===== config.mk =====
export PLATFORM = sky130hd
export DESIGN_NAME = key_lock_table
export DESIGN_NICKNAME = d
export VERILOG_FILES = /design/src/rtl/key_lock_table_pkg.sv /design/src/rtl/key_lock_table_lowest_set_enc.sv /design/src/rtl/key_lock_table.sv
export SDC_FILE = /design/constraint.sdc
export NUM_CORES = 1
export LEC_CHECK = 0
export ABC_CLOCK_PERIOD_IN_PS = 4700
export CORE_MARGIN = 2
export CORE_UTILIZATION = 48
export CTS_CLUSTER_DIAMETER = 30
export DETAILED_ROUTE_END_ITERATION = 7
export HOLD_SLACK_MARGIN = 0.1
export PLACE_DENSITY_LB_ADDON = 0.15
export SYNTH_ARGS = -nofsm -noshare
export SYNTH_HDL_FRONTEND = slang
export SYNTH_SLANG_ARGS = --single-unit

===== constraint.sdc =====
create_clock -name clk -period 4.7 [get_ports clk]
set_clock_uncertainty 0.1 [all_clocks]
set_input_delay 0.94 -clock clk [delete_from_list [all_inputs] [get_ports clk]]
set_output_delay 0.94 -clock clk [all_outputs]
set_load 0.005 [all_outputs]

===== src/rtl/key_lock_table_pkg.sv =====
// Shared types and defaults for the key lock table and its testbench.
package lock_pkg;

  localparam int KEY_W = 32;
  localparam logic [KEY_W-1:0] INVALID_KEY_DEFAULT = 32'hFFFF_FFFF;
  localparam int MAX_LOCK_KEYS_DEFAULT = 4;

  typedef logic [KEY_W-1:0] key_t;
  typedef logic [$clog2(MAX_LOCK_KEYS_DEFAULT)-1:0] slot_t;
  typedef key_t key_array_t [MAX_LOCK_KEYS_DEFAULT];

  // Outcome of evaluating one lock request against the table.
  typedef enum logic [1:0] {
    RESP_NONE = 2'd0,
    RESP_ACK  = 2'd1,
    RESP_NACK = 2'd2
  } lock_resp_e;

  // Population count over up to 32 occupancy bits.
  function automatic int count_ones(input logic [31:0] bits);
    int n;
    n = 0;
    for (int i = 0; i < 32; i++) begin
      if (bits[i]) n++;
    end
    return n;
  endfunction

endpackage


===== src/rtl/key_lock_table_lowest_set_enc.sv =====
// Priority encoder: index of the lowest set bit plus a found flag.
module lowest_set_enc #(
  parameter int W = 4,
  localparam int IW = (W > 1) ? $clog2(W) : 1
) (
  input  logic [W-1:0]  bits,
  output logic [IW-1:0] idx,
  output logic          found
);

  // Scan from the top down so the last hit left standing is the lowest index.
  always_comb begin
    idx   = '0;
    found = 1'b0;
    for (int i = W - 1; i >= 0; i--) begin
      if (bits[i]) begin
        idx   = IW'(i);
        found = 1'b1;
      end
    end
  end

endmodule


===== src/rtl/key_lock_table.sv =====
// Table of keys held locked by the update datapath, exported to the key snooper.
// Grants/refuses locks, releases on unlock or on age timeout.
module key_lock_table
  import lock_pkg::*;
#(
  parameter int   MAX_LOCK_KEYS  = MAX_LOCK_KEYS_DEFAULT,
  parameter key_t INVALID_KEY    = INVALID_KEY_DEFAULT,
  parameter int   TIMEOUT_CYCLES = 1024,
  localparam int  SW = $clog2(MAX_LOCK_KEYS),
  localparam int  CW = $clog2(MAX_LOCK_KEYS + 1),
  localparam int  AW = $clog2(TIMEOUT_CYCLES + 1)
) (
  input  logic                     clk,
  input  logic                     reset,
  input  logic                     lock_req,
  input  key_t                     lock_key,
  output logic                     lock_ack,
  output logic                     lock_nack,
  output logic [SW-1:0]            lock_slot,
  input  logic                     unlock_req,
  input  logic [SW-1:0]            unlock_slot,
  output logic                     unlock_err,
  output key_t                     locked_key [MAX_LOCK_KEYS],
  output logic [MAX_LOCK_KEYS-1:0] locked_valid,
  output logic [CW-1:0]            lock_count,
  output logic                     full,
  output logic                     timeout_err,
  output logic [SW-1:0]            timeout_slot
);

  logic [MAX_LOCK_KEYS-1:0] valid_q;
  key_t                     key_q [MAX_LOCK_KEYS];
  logic [AW-1:0]            age_q [MAX_LOCK_KEYS];

  logic [MAX_LOCK_KEYS-1:0] key_hit;
  logic [MAX_LOCK_KEYS-1:0] unlock_vec;
  logic [MAX_LOCK_KEYS-1:0] expired;
  logic                     unlock_hit;
  lock_resp_e               lock_resp;

  logic [SW-1:0] free_idx;
  logic          free_found;
  logic [SW-1:0] to_idx;
  logic          to_found;

  // Lowest free slot is where a granted key lands.
  lowest_set_enc #(.W(MAX_LOCK_KEYS)) u_free_enc (
    .bits  (~valid_q),
    .idx   (free_idx),
    .found (free_found)
  );

  // Lowest expired slot is the one reported and released this cycle.
  lowest_set_enc #(.W(MAX_LOCK_KEYS)) u_timeout_enc (
    .bits  (expired),
    .idx   (to_idx),
    .found (to_found)
  );

  // Decode requests against the table as it stands at the start of the cycle.
  always_comb begin
    key_hit    = '0;
    unlock_vec = '0;
    expired    = '0;
    for (int i = 0; i < MAX_LOCK_KEYS; i++) begin
      key_hit[i]    = valid_q[i] && (key_q[i] == lock_key);
      unlock_vec[i] = unlock_req && (unlock_slot == SW'(i));
      expired[i]    = valid_q[i] && !unlock_vec[i] &&
                      (age_q[i] >= AW'(TIMEOUT_CYCLES - 1));
    end
    unlock_hit = |(unlock_vec & valid_q);
    if (!lock_req) begin
      lock_resp = RESP_NONE;
    end else if (!free_found || (lock_key == INVALID_KEY) || (|key_hit)) begin
      lock_resp = RESP_NACK;
    end else begin
      lock_resp = RESP_ACK;
    end
  end

  // Table update and registered response pulses.
  always_ff @(posedge clk) begin
    if (reset) begin
      valid_q      <= '0;
      lock_ack     <= 1'b0;
      lock_nack    <= 1'b0;
      lock_slot    <= '0;
      unlock_err   <= 1'b0;
      timeout_err  <= 1'b0;
      timeout_slot <= '0;
      for (int i = 0; i < MAX_LOCK_KEYS; i++) begin
        key_q[i] <= INVALID_KEY;
        age_q[i] <= '0;
      end
    end else begin
      lock_ack     <= (lock_resp == RESP_ACK);
      lock_nack    <= (lock_resp == RESP_NACK);
      lock_slot    <= (lock_resp == RESP_ACK) ? free_idx : '0;
      unlock_err   <= unlock_req && !unlock_hit;
      timeout_err  <= to_found;
      timeout_slot <= to_found ? to_idx : '0;
      for (int i = 0; i < MAX_LOCK_KEYS; i++) begin
        if (valid_q[i]) begin
          if (unlock_vec[i] || (to_found && (to_idx == SW'(i)))) begin
            valid_q[i] <= 1'b0;
          end else if (age_q[i] != AW'(TIMEOUT_CYCLES)) begin
            age_q[i] <= age_q[i] + AW'(1);
          end
        end else if ((lock_resp == RESP_ACK) && (free_idx == SW'(i))) begin
          valid_q[i] <= 1'b1;
          key_q[i]   <= lock_key;
          age_q[i]   <= '0;
        end
      end
    end
  end

  // Free slots always show the sentinel so the snooper cannot match them.
  always_comb begin
    for (int i = 0; i < MAX_LOCK_KEYS; i++) begin
      locked_key[i] = valid_q[i] ? key_q[i] : INVALID_KEY;
    end
  end

  assign locked_valid = valid_q;
  assign full         = &valid_q;
  assign lock_count   = CW'(count_ones(32'(valid_q)));

endmodule


[Word-level counts from Yosys, hierarchy flattened]
Memories as Yosys holds them, arrays and structs flattened.
Cells that the tools add are included.
Storage, ports and cells
  register bits after elaboration: 12
  RAM bits: 172
  output and inout bits: 144
  memories: 2
Cells by class
  add/subtract/negate cells: 7
  magnitude comparators: 4
  eq/ne operators: 20
  mux-type cells: 84
  bitwise gates (word level): 16
  reductions and logical operators: 45
Memories
  key_q: words 4, bits a word 32, read ports 4, clocked after Yosys merged registers in 0, write ports 4, RTL line key_lock_table.sv:32  | key_t key_q [MAX_LOCK_KEYS];
  age_q: words 4, bits a word 11, read ports 4, clocked after Yosys merged registers in 0, write ports 4, RTL line key_lock_table.sv:33  | logic [AW-1:0] age_q [MAX_LOCK_KEYS];
Operators by type and width (number)
  $mux W32: 8
  $eq A32 B32 Y1: 4
  $mux W11: 8
  $mux W1: 55
  $add A11 B1 Y11 const B: 4
  $ge A11 B10 Y1 const B: 4
  $ne A11 B11 Y1 const B: 4
  $eq A32 B32 Y1 const B: 1
  $logic_and A1 B1 Y1: 25
  $mux W2: 10
  $eq A2 B2 Y1 const B: 7
  $or A1 B1 Y1: 12
  $mux W3: 3
  $eq A2 B1 Y1 const B: 4
  $reduce_or A4 Y1: 2
  $add A3 B2 Y3 const B: 2
  $logic_not A1 Y1: 6
  $logic_not A2 Y1: 3
  $logic_or A1 B1 Y1: 6
  $and A4 B4 Y4: 1
  $not A4 Y4: 1
  $reduce_and A4 Y1: 1
  $reduce_or A2 Y1: 2
  $add A1 B1 Y2 const B: 1
  $not A1 Y1: 2

[Logic depth before layout (Yosys ltp)]
  depth in word-level cells: 18
  mapped depth: 10
  depth with buffers taken out: 8

[Cells and area by module]
A second synthesis with hierarchy kept.
Unflattened totals
  cells, all modules: 976
  area total of the unflattened synthesis: 10835.4 µm²
By module, submodules not included
  key_lock_table: instances 1, cells an instance 962, area an instance 10765.3 µm²
  lowest_set_enc: instances 2, cells an instance 7, area an instance 35.0 µm²

[Worst setup path before layout]
No wires, ideal clock.
  path kind: input -> register
  start: input port lock_key[10]
  end: memory key_q[3][0] (netlist bit), enable pin
  library setup time: 470 ps
  arrival: 4406 ps
  path slack: -276 ps
  stages: 7
  cell sequence: clkbuf_1 > xor2_1 > nor4_1 > nand4_1 > o41ai_4 > or2_2 > o31ai_1
RTL lines
  from (decl): RTL line key_lock_table.sv:16  | input key_t lock_key,
  to (decl): RTL line key_lock_table.sv:32

==> run metrics <==
crit start category input port; Die H about 150 µm; PostCTS Resize Cnt 0; area of the multi-input gates 4600 µm²; cts hold-fix bufs 0; most frequent cells after synthesis nand2b_1 (250), edfxtp_1 (172), xnor2_1 (111); die area around 23,000 µm²; Seq/Total Area, Yosys 0.523; crit end category flip-flop; hold path start age_q[0][5]$_SDFFCE_PP0P_; Initial Util 0.490; drt first pass iters 5; Worst Path Arrival between 4 and 5 ns; clk root buf clkbuf_16; input/output buffers between 150 and 200; Initial DRC Count ~740; final hold vios 0; Finished Layout Cells around 1,400; largest net degree at the start of global routing 40; first-pass GRT wire length ~44,000 µm; fmax between 0.2 and 0.25 GHz; Synth top area share 0.500; cell at the slowest stage of the critical path nor4_2; DR vias/cell roughly 5.5; area leader, netlist edfxtp_1; Largest stage delay, worst path 0.98 ns; vias in the first global route about 7,500; Layout area overhead 27.0%; status complete, no violations; critical-path cell list clkdlybuf4s50_1 -> xnor2_1 -> nand4_1 -> nor4_1 -> nand4_1 -> o41ai_4 -> buf_4 -> nor4_2 -> buf_4 -> nand2b_1; core area roughly 21,000 µm²; Total GRT Usage 0.258; clock slew at reported path FFs roughly 0.070 ns; total CTS buffers 17; Yosys reg bits about 180; crit path buf inv count 3; final setup fails 0; Post-CTS Setup Bufs 0; Period minus WS final about 4.1 ns; CTS Buffer Depth 2; fin crit share 0.864; H-tree levels 4; Max rail drop VDD 0.250 mV; total wire length 28,800 µm; P_leak roughly 0.004 µW; synth warn 0; Fill cells about 1,700; routed vias about 7,600; Clock Latency Late Sink 0.44 ns; ys flop type edfxtp_1; PD cells 289 nW/µm²; unrepaired setup endpoints after global routing false; crit path from lock_key[7]; DP Wirelength between 20,000 and 25,000 µm; post-route ant nets 0; actual slew at the worst max-slew pin 1.17 ns; Util after Layout 0.622; WS Path Type input port to flip-flop; final global-route overflow total 0; num ports around 180; critical path required time between 4 and 5 ns; Tightest Hold Check Type flip-flop to flip-flop; max_slew headroom 0.216; # diodes 0; clock sinks between 150 and 200; largest cells by area after synthesis edfxtp_1 (50%), nand2b_1 (15%), xnor2_1 (9.4%); Max-Cap Viols 0; cell area after synthesis between 10,000 and 15,000 µm²; Cell variety after synth 53; Async SR Flop Fraction 0; Synth Instances between 900 and 1,000; WL/cell 20.6 µm; Die Span X between 150 and 200 µm; Post-route DRC 0; Final #Nets between 1,000 and 1,500; Synth Net Count around 1,000; antenna violations before repair 0; top-count cell post-synth nand2b_1; Final Max Tran Viols 0; Placed Cells between 1,000 and 1,500; number of synthesized flops with an enable pin 172; share of layout cells above drive strength 1 0.0659; Max Fanout on Critical Path 23; RR Startpoint locked_valid[1]$_SDFF_PP0_; Core Rows 53; area occupied by registers ~5400 µm²; gpl congestion between 0.8 and 0.9; Mean Syn Cell Area ~11 µm²; CP delay by family, top buffers and inverters; setup_tns 0 ns; CTS tree yes
[area by class of cell]
class                           count  share of cell area
Sequential cell                   184               0.412
Multi-Input combinational cell    677               0.351
Timing Repair Buffer              210               0.158
Clock buffer                       17              0.0324
Tap cell                          275              0.0262
Clock inverter                     15              0.0154
Inverter                           20             0.00572
[flip-flops by register name (all words and copies together), names as in the netlist]
signal and flops:
lock_slot 2, key_q 128, locked_valid 4, timeout_slot 2
lock_ack 1, age_q 44, timeout_err 1, unlock_err 1
lock_nack 1
[tightest hold or removal path, cell delays in order (launching register included)]
cell and delay (ns):
edfxtp_1 0.35, xor2_1 0.08, nor2_1 0.07
[cells in the final DEF (no fill, tap or decap), types with 3 or more instances in the layout]
master	synthesis	final
clkinv_4	0	5
nand2b_1	250	250
nor4_1	20	18
dfxtp_1	12	12
xor2_1	50	50
xnor2_1	111	111
ha_1	12	12
o21ai_0	6	6
inv_1	20	20
nor3_1	11	10
and4_1	7	7
and3_1	13	13
clkdlybuf4s50_1	0	181
or2_2	3	3
a31o_2	4	4
nand3_1	16	16
buf_12	0	3
edfxtp_1	172	172
clkbuf_16	0	17
nand4_1	40	40
buf_4	0	26
nand2_1	35	35
nor2_1	57	57
bufinv_16	0	4
[stage by stage]
step / power [µW] / cell area (µm²) / setup WS, ns / hold WS [ns]
final: 3790 / 13100 / 0.639 / 0.514
after global routing: 3880 / 13100 / 0.433 / 0.553
after CTS: 3790 / 13100 / 0.649 / 0.518
after detailed placement: 2280 / 12500 / 0.266 / 0.501
after global placement: 2280 / 12500 / 0.294 / 0.496
after floorplan: 2130 / 10300 / 0.704 / 0.469
[layer usage]
layer	track usage	wire length, µm	vias up
li1	-	-	3550
met1	0.363	12400	3736
met2	0.420	14000	322
met3	0.0403	2020	27
met4	0.0631	339	0
met5	0	0	-
[path summary, 6_finish.rpt]
path	slack (ns)	cells past startpoint	to
setup / recovery	0.64	10	key_q[3][13]$_SDFFCE_PN1P_
hold / removal	0.51	2	age_q[0][5]$_SDFFCE_PP0P_
setup reg to reg	1.40	8	key_q[3][13]$_SDFFCE_PN1P_
hold reg to reg	0.51	2	age_q[0][5]$_SDFFCE_PP0P_
[power by group]
group	leakage, µW	internal, µW	switching (µW)
clock network	0.000308	894	650
logic	0.00221	161	211
registers	0.00149	1840	40.1
[logic make-up (layout without fill, tap and decap cells)]
kind of cell    after synthesis  count (layout)  synth area share
xor+xnor                    161             161             0.136
other cells                   1               1          0.000363
simple gates                462             462             0.257
compound gates               38              38            0.0299
buf+inv                      85             262            0.0354
flops                       184             184             0.523
mux                           3               3           0.00315
fa+ha+maj                    12              12            0.0145
Power figures use the tool's default switching activity.
